`src/rtl/cam_lookup_unit.sv`:
```
// cam_lookup_unit: 8-entry CAM with registered 1-cycle search and an optional saturating hit counter (CAM_HIT_COUNTER_EN)
module cam_lookup_unit #(
  parameter int DATA_WIDTH = 8
) (
  input  logic                  clk,
  input  logic                  reset_n,
  input  logic                  write_en,
  input  logic [2:0]            write_index,
  input  logic [DATA_WIDTH-1:0] write_data,
  input  logic                  invalidate_en,
  input  logic [2:0]            invalidate_index,
  input  logic                  search_en,
  input  logic [DATA_WIDTH-1:0] search_data,
  output logic                  search_valid,
  output logic [7:0]            match_lines,
  output logic                  search_hit,
  output logic [2:0]            search_index,
  output logic                  multi_hit,
  output logic [7:0]            valid_lines,
  output logic [15:0]           hit_count
);
  logic [DATA_WIDTH-1:0] tags [8];
  logic [7:0] valid_q;
  logic [7:0] match_d;
  logic [2:0] index_d;
  logic hit_d;
  logic multi_d;
  always_comb begin
    match_d = '0;
    for (int i = 0; i < 8; i++) match_d[i] = valid_q[i] && (tags[i] == search_data);
  end
  always_comb begin
    index_d = '0;
    for (int i = 7; i >= 0; i--) index_d = match_d[i] ? 3'(i) : index_d;
  end
  assign hit_d = |match_d;
  assign multi_d = |(match_d & (match_d - 8'd1));
  assign valid_lines = valid_q;
  always_ff @(posedge clk)
    if (reset_n && write_en) tags[write_index] <= write_data;
  always_ff @(posedge clk) begin
    if (!reset_n) valid_q <= '0;
    else begin
      if (write_en) valid_q[write_index] <= 1'b1;
      if (invalidate_en) valid_q[invalidate_index] <= 1'b0;
    end
  end
  always_ff @(posedge clk) begin
    if (!reset_n) begin
      search_valid <= 1'b0;
      match_lines  <= '0;
      search_hit   <= 1'b0;
      search_index <= '0;
      multi_hit    <= 1'b0;
    end else begin
      search_valid <= search_en;
      if (search_en) begin
        match_lines  <= match_d;
        search_hit   <= hit_d;
        search_index <= index_d;
        multi_hit    <= multi_d;
      end
    end
  end
`ifdef CAM_HIT_COUNTER_EN
  logic [15:0] hit_q;
  always_ff @(posedge clk) begin
    if (!reset_n) hit_q <= '0;
    else if (search_en && hit_d && hit_q != 16'hFFFF) hit_q <= hit_q + 16'd1;
  end
  assign hit_count = hit_q;
`else
  assign hit_count = '0;
`endif
endmodule
```
`config.mk`:
```
export PLATFORM = sky130hd
export DESIGN_NAME = cam_lookup_unit
export DESIGN_NICKNAME = d
export VERILOG_FILES = /design/src/rtl/cam_lookup_unit.sv
export SDC_FILE = /design/constraint.sdc
export NUM_CORES = 1
export LEC_CHECK = 0
export ABC_AREA = 1
export CAP_MARGIN = 20
export CELL_PAD_IN_SITES_DETAIL_PLACEMENT = 1
export CELL_PAD_IN_SITES_GLOBAL_PLACEMENT = 1
export CORE_MARGIN = 5
export CORE_UTILIZATION = 30
export DETAILED_ROUTE_END_ITERATION = 10
export GPL_ROUTABILITY_DRIVEN = 0
export PLACE_DENSITY = 0.72
export SLEW_MARGIN = 20
export SYNTH_ARGS = -nofsm -noshare
export SYNTH_HDL_FRONTEND = slang
export SYNTH_SLANG_ARGS = --single-unit
```
`constraint.sdc`:
```
create_clock -name clk -period 4.3 [get_ports clk]
set_input_delay 0.43 -clock clk [delete_from_list [all_inputs] [get_ports clk]]
set_output_delay 0.43 -clock clk [all_outputs]
set_load 0.02 [all_outputs]
```
# Word-level counts from Yosys, hierarchy flattened
# Memories as Yosys holds them, arrays and structs flattened.
# Index checks and enable logic that the tools add are counted.
dict set report word_totals {
  out_inout_bits 38
  inputBits 27
  memories 1
  ramBits 64
  word_cells 54
  regBits 22
}
# name depth word_bits rd rd_ports_with_merged_regs wr line
set mem_list {}
lappend mem_list {tags 8 8 8 0 1 22} ;# logic [DATA_WIDTH-1:0] tags [8];
dict set report classes {
  addsub 1
  n_bitwise 4
  n_eq_ne 8
  n_mux 17
  reduce_logical 13
  magnitude_cmp 4
}
# op count
set ops {}
lappend ops {{$eq 8x8->1} 8}
lappend ops {{$mux 3} 8}
lappend ops {{$mux 8} 3}
lappend ops {{$and 8x8->8} 2}
lappend ops {{$reduce_or 8->1} 2}
lappend ops {{$logic_and 1x1->1} 11}
lappend ops {{$lt 3x4->1 const B} 2}
lappend ops {{$not 8->8} 1}
lappend ops {{$or 8x8->8} 1}
lappend ops {{$sub 8x1->8 const B} 1}
lappend ops {{$demux 1 s3} 2}
lappend ops {{$ge 3x1->1 const B} 2}
lappend ops {{$mux 1} 4}

# Logic depth before layout (Yosys ltp)
# An unclocked memory read counts as a cell.
dict set report depth {
  ltp_word 11
  ltp_mapped 16
  depth_no_buf 15
}

# Worst setup path before layout
# No wires, ideal clock.
dict set report synth_timing {
  kind {input to register}
  startpoint {input write_index[2]}
  endpoint {memory tags[0][0], enable pin}
  arrival_ns 1.546
  path_stages 2
  required_ns 3.905
  n_path_buf 1
  slack_ns 2.359
  setup_time_ns 0.395
  cell_sequence {clkbuf_1 -> nor4_1}
}
# element line
set synth_lines {}
lappend synth_lines {{start, declared} 8} ;# input logic [2:0] write_index,
lappend synth_lines {{end, declared} 22}
# No word-level cell before the write port.

# Worst setup path in the final report
dict set report layout_timing {
  startpoint {input search_data[3]}
  endpoint {register multi_hit}
}
dict set report layout_between {
  elab_chain_len 5
  word_cells_on_any_way 19
  classes_between {add/sub (1); eq/ne (8); bitwise (1); reduce/logical (9)}
}
# element line
set layout_rtl {}
lappend layout_rtl {{start, declared} 13} ;# input logic [DATA_WIDTH-1:0] search_data,
lappend layout_rtl {{$eq 8x8->1} 30} ;# for (int i = 0; i < 8; i++) match_d[i] = valid_q[i] && (tags[i] == search_data);
lappend layout_rtl {{$logic_and 1x1->1} 30}
lappend layout_rtl {{$sub 8x1->8} 37} ;# assign multi_d = |(match_d & (match_d - 8'd1));
lappend layout_rtl {{$and 8x8->8 (*)} 37}
lappend layout_rtl {{$reduce_or 8->1 (*)} 37}
lappend layout_rtl {{end signal, assigned} 61} ;# multi_hit <= multi_d;
lappend layout_rtl {{end, declared} 18} ;# output logic multi_hit,
# Every way passes the cells marked *; elsewhere a longest branch is shown, timed or not.
# A chain may end at the register's enable or synchronous reset.

==> impl_metrics.csv <==
group,metric,value,unit
outcome,status,"completed",
synthesis,synth_cell_types,38,
synthesis,syn_inst,598,
floorplan,start_util,30.6,%
placement,dp_hpwl,11400,um
sta,worst_slack,1.70,ns
global_routing,antenna_found_initial,0,
critical_path,cp-start-kind,"primary input",
drt,avgViaCountPerCell,4.64,
clock_tree,postCtsResizedCells,0,
critical_path,crit_chain,"clkdlybuf4s50_1, inv_1, nand2_1, nand4_1, nor2_1, nand3_1, nand2_1, nor2_1, nand2_1, nand2_1, nand2_1, nor2_1, nor2_1",
drt,wl,15000,um
clock_tree,clockBufferDepth,2,
sta,min_period,2.60,ns
drt,antenna_left,0,
drt,drc_errors,0,
synthesis,yosysWarningCount,0,
cells_and_area,nNetsFinal,675,
critical_path,worstSetupEndpointType,"register",
global_routing,grt_pass1_vias,4317,
critical_path,critical_path_depth,13,
cells_and_area,area_growth,20.5,%
critical_path,timing.rr.end,"multi_hit$_SDFFE_PN0P_",
power,p_leak,0.00255,uW
floorplan,core_area,15300,um^2
sta,drv_slew,0,
critical_path,cp_slowest_stage_delay,0.90,ns
sta,relSlewSlack,42.1,%
drt,drt_iter0_drc,178,
power,cellPowerDensity,346,nW/um^2
clock_tree,clk_latency,0.35,ns
critical_path,r2r_cells,14,
synthesis,synth_area,4670,um^2
power,ir_drop,257,uV
floorplan,num_io_pins,65,
global_routing,grt_max_degree,15,
floorplan,row_count,45,
clock_tree,cts_root_buffer,"clkbuf_16",
global_routing,grt_pass1_wl,23300,um
critical_path,crit_path_start,"search_data[3]",
global_routing,grtUsageTotal,17.0,%
worst_hold_path,hp-class,"reg -> reg",
cells_and_area,fillers,1867,
drt,via_count,4008,
synthesis,ys_ff_latch,86,
floorplan,die_area,18200,um^2
sta,max_freq,384,MHz
clock_tree,holdBufCountCts,0,
critical_path,r2r-start,"tags[4][0]$_DFFE_PP_",
critical_path,path_max_fanout,11,
critical_path,crit_family,"buffers and inverters",
cells_and_area,design_area,5630,um^2
sta,hold_viol_final,0,
critical_path,crit_slowest_cell,"clkdlybuf4s50_1",
sta,rsz0062_at_grt,"no",
global_routing,grt_overflow_total,0,
floorplan,die_h,135,um
clock_tree,cts-buffers-inserted,9,
critical_path,cp.required,4.58,ns
sta,setup_tns,0,ns
critical_path,crit_top_cell,"nand2_1",
clock_tree,post_cts_buffers,0,
sta,max_slew.worst_pin.slew,0.866,ns
synthesis,syn_avg_cell_area,7.81,um^2
critical_path,cp_data_arrival_time,2.89,ns
job,drv_cap,0,
clock_tree,h-tree-depth,3,
clock_tree,path_clk_slew,0.06,ns
cells_and_area,diodes,0,
placement,portBuffers,48,
critical_path,critical_path_class,"in -> reg",
critical_path,cp_num_buf_inv,2,
cells_and_area,drive_above_1_share,5.97,%
critical_path,crit_path_end,"multi_hit$_SDFFE_PN0P_",
floorplan,die_w,135,um
drt,wl_per_cell,17.4,um
drt,firstDrtPassIters,4,
placement,dpl_cell_area,5300,um^2
sta,clock-skew-final,0.00720,ns
clock_tree,cts.sink_count,86,
critical_path,r2r_slack,2.54,ns
clock_tree,cts_tree,"yes",
sta,finalSetupViolations,0,
synthesis,yosysSeqAreaShare,50.6,%
placement,place_ws,1.39,ns
sta,period_share,60.6,%
layout by cell type (no fill, tap or decap), drive strengths merged, types with 11 or more instances in the layout:
cell,instances
nand3,27
xnor2,11
nor2,71
o21ai,20
clkdlybuf4s50,48
dfxtp,22
inv,91
nand2,210
edfxtp,64
conb,16
clkbuf,14
tightest hold or removal path, delay by kind of cell, from the launching register on:
family           cells  cell delay, ns
flip-flops           1            0.33
AND/OR/NAND/NOR      1            0.05
AO/OA/AOI/OAI        1            0.06
flip-flops by register name (all words and copies together), names as in the netlist:
| name | count |
|---|---|
| search_valid | 1 |
| match_lines | 8 |
| valid_lines | 8 |
| tags | 64 |
| search_index | 3 |
| search_hit | 1 |
| multi_hit | 1 |
Yosys cell counts (all sizes together):
cell,instances,share of area (%)
nand2,210,17
inv,91,7.4
nor2,71,5.9
edfxtp,64,41
nand3,27,3.2
buf,25,4.0
dfxtp,22,9.4
o21ai,20,2.1
xnor2,11,2.1
a21oi,8,0.86
nor3,8,0.86
nand4,7,0.94
a21boi,6,1.1
a31oi,5,0.67
nor4,4,0.54
or2,4,0.54
clkbuf,3,0.24
xor2,3,0.56
a41oi,2,0.38
and2,2,0.27
and3,1,0.13
conb,1,0.080
nand3b,1,0.16
nor2b,1,0.13
o31ai,1,0.16
cell type report:
type                    count  area (um^2)  share of cell area (%)
flip-flops and latches     86         2360                    42.0
multi-input cells         408         1830                    32.6
repair buffers             52          508                    9.02
clock inverters             2         10.0                   0.178
well taps                 211          264                    4.69
inverters                  91          344                    6.11
clock buffers              14          308                    5.47
layer usage:
layer | GRT usage (%) | routed length (um) | vias up
li1 | - | - | 1953
met5 | 0 | 0 | -
met4 | 6.05 | 324 | 0
met2 | 29.1 | 7330 | 84
met3 | 3.65 | 647 | 22
met1 | 21.1 | 6710 | 1949
logic make-up (layout without fill, tap and decap cells):
kind of cell	after synthesis	after routing	share of synthesized area, %
other	1	16	0.0803
buffers and inverters	119	159	11.6
AND/OR/NAND/NOR	336	336	29.8
flip-flops	86	86	50.6
AO/OA/AOI/OAI	42	42	5.33
XOR/XNOR	14	14	2.62
through the flow:
step,hold slack [ns],total power [uW],cells,utilization (%)
2_1_floorplan,0.529,1070,613,-
3_3_place_gp,0.447,1140,847,34.7
3_5_place_dp,0.457,1140,847,34.7
4_1_cts,0.472,1960,863,36.8
5_1_grt,0.496,2020,864,36.9
6_report,0.466,1950,864,36.9
report_power, final:
part / internal (uW) / switching [uW] / leakage, uW
clock: 496 / 328 / 0.000158
sequential: 909 / 12.0 / 0.000757
combinational: 66.6 / 139 / 0.00163
total: 1470 / 479 / 0.00255
worst min path at each step:
| stage | startpoint | endpoint | slack, ns | cells after the start |
|---|---|---|---|---|
| final | match_lines[5]$_SDFFE_PN0P_ | match_lines[5]$_SDFFE_PN0P_ | 0.47 | 2 |
| after global routing | match_lines[2]$_SDFFE_PN0P_ | match_lines[2]$_SDFFE_PN0P_ | 0.50 | 2 |
| after CTS | match_lines[5]$_SDFFE_PN0P_ | match_lines[5]$_SDFFE_PN0P_ | 0.47 | 2 |
| after detailed placement | match_lines[5]$_SDFFE_PN0P_ | match_lines[5]$_SDFFE_PN0P_ | 0.46 | 2 |
| after global placement | match_lines[5]$_SDFFE_PN0P_ | match_lines[5]$_SDFFE_PN0P_ | 0.45 | 2 |
| after floorplan | write_data[0] | tags[0][0]$_DFFE_PP_ | 0.53 | 0 |
No activity file was read; power rests on OpenSTA's default activity.
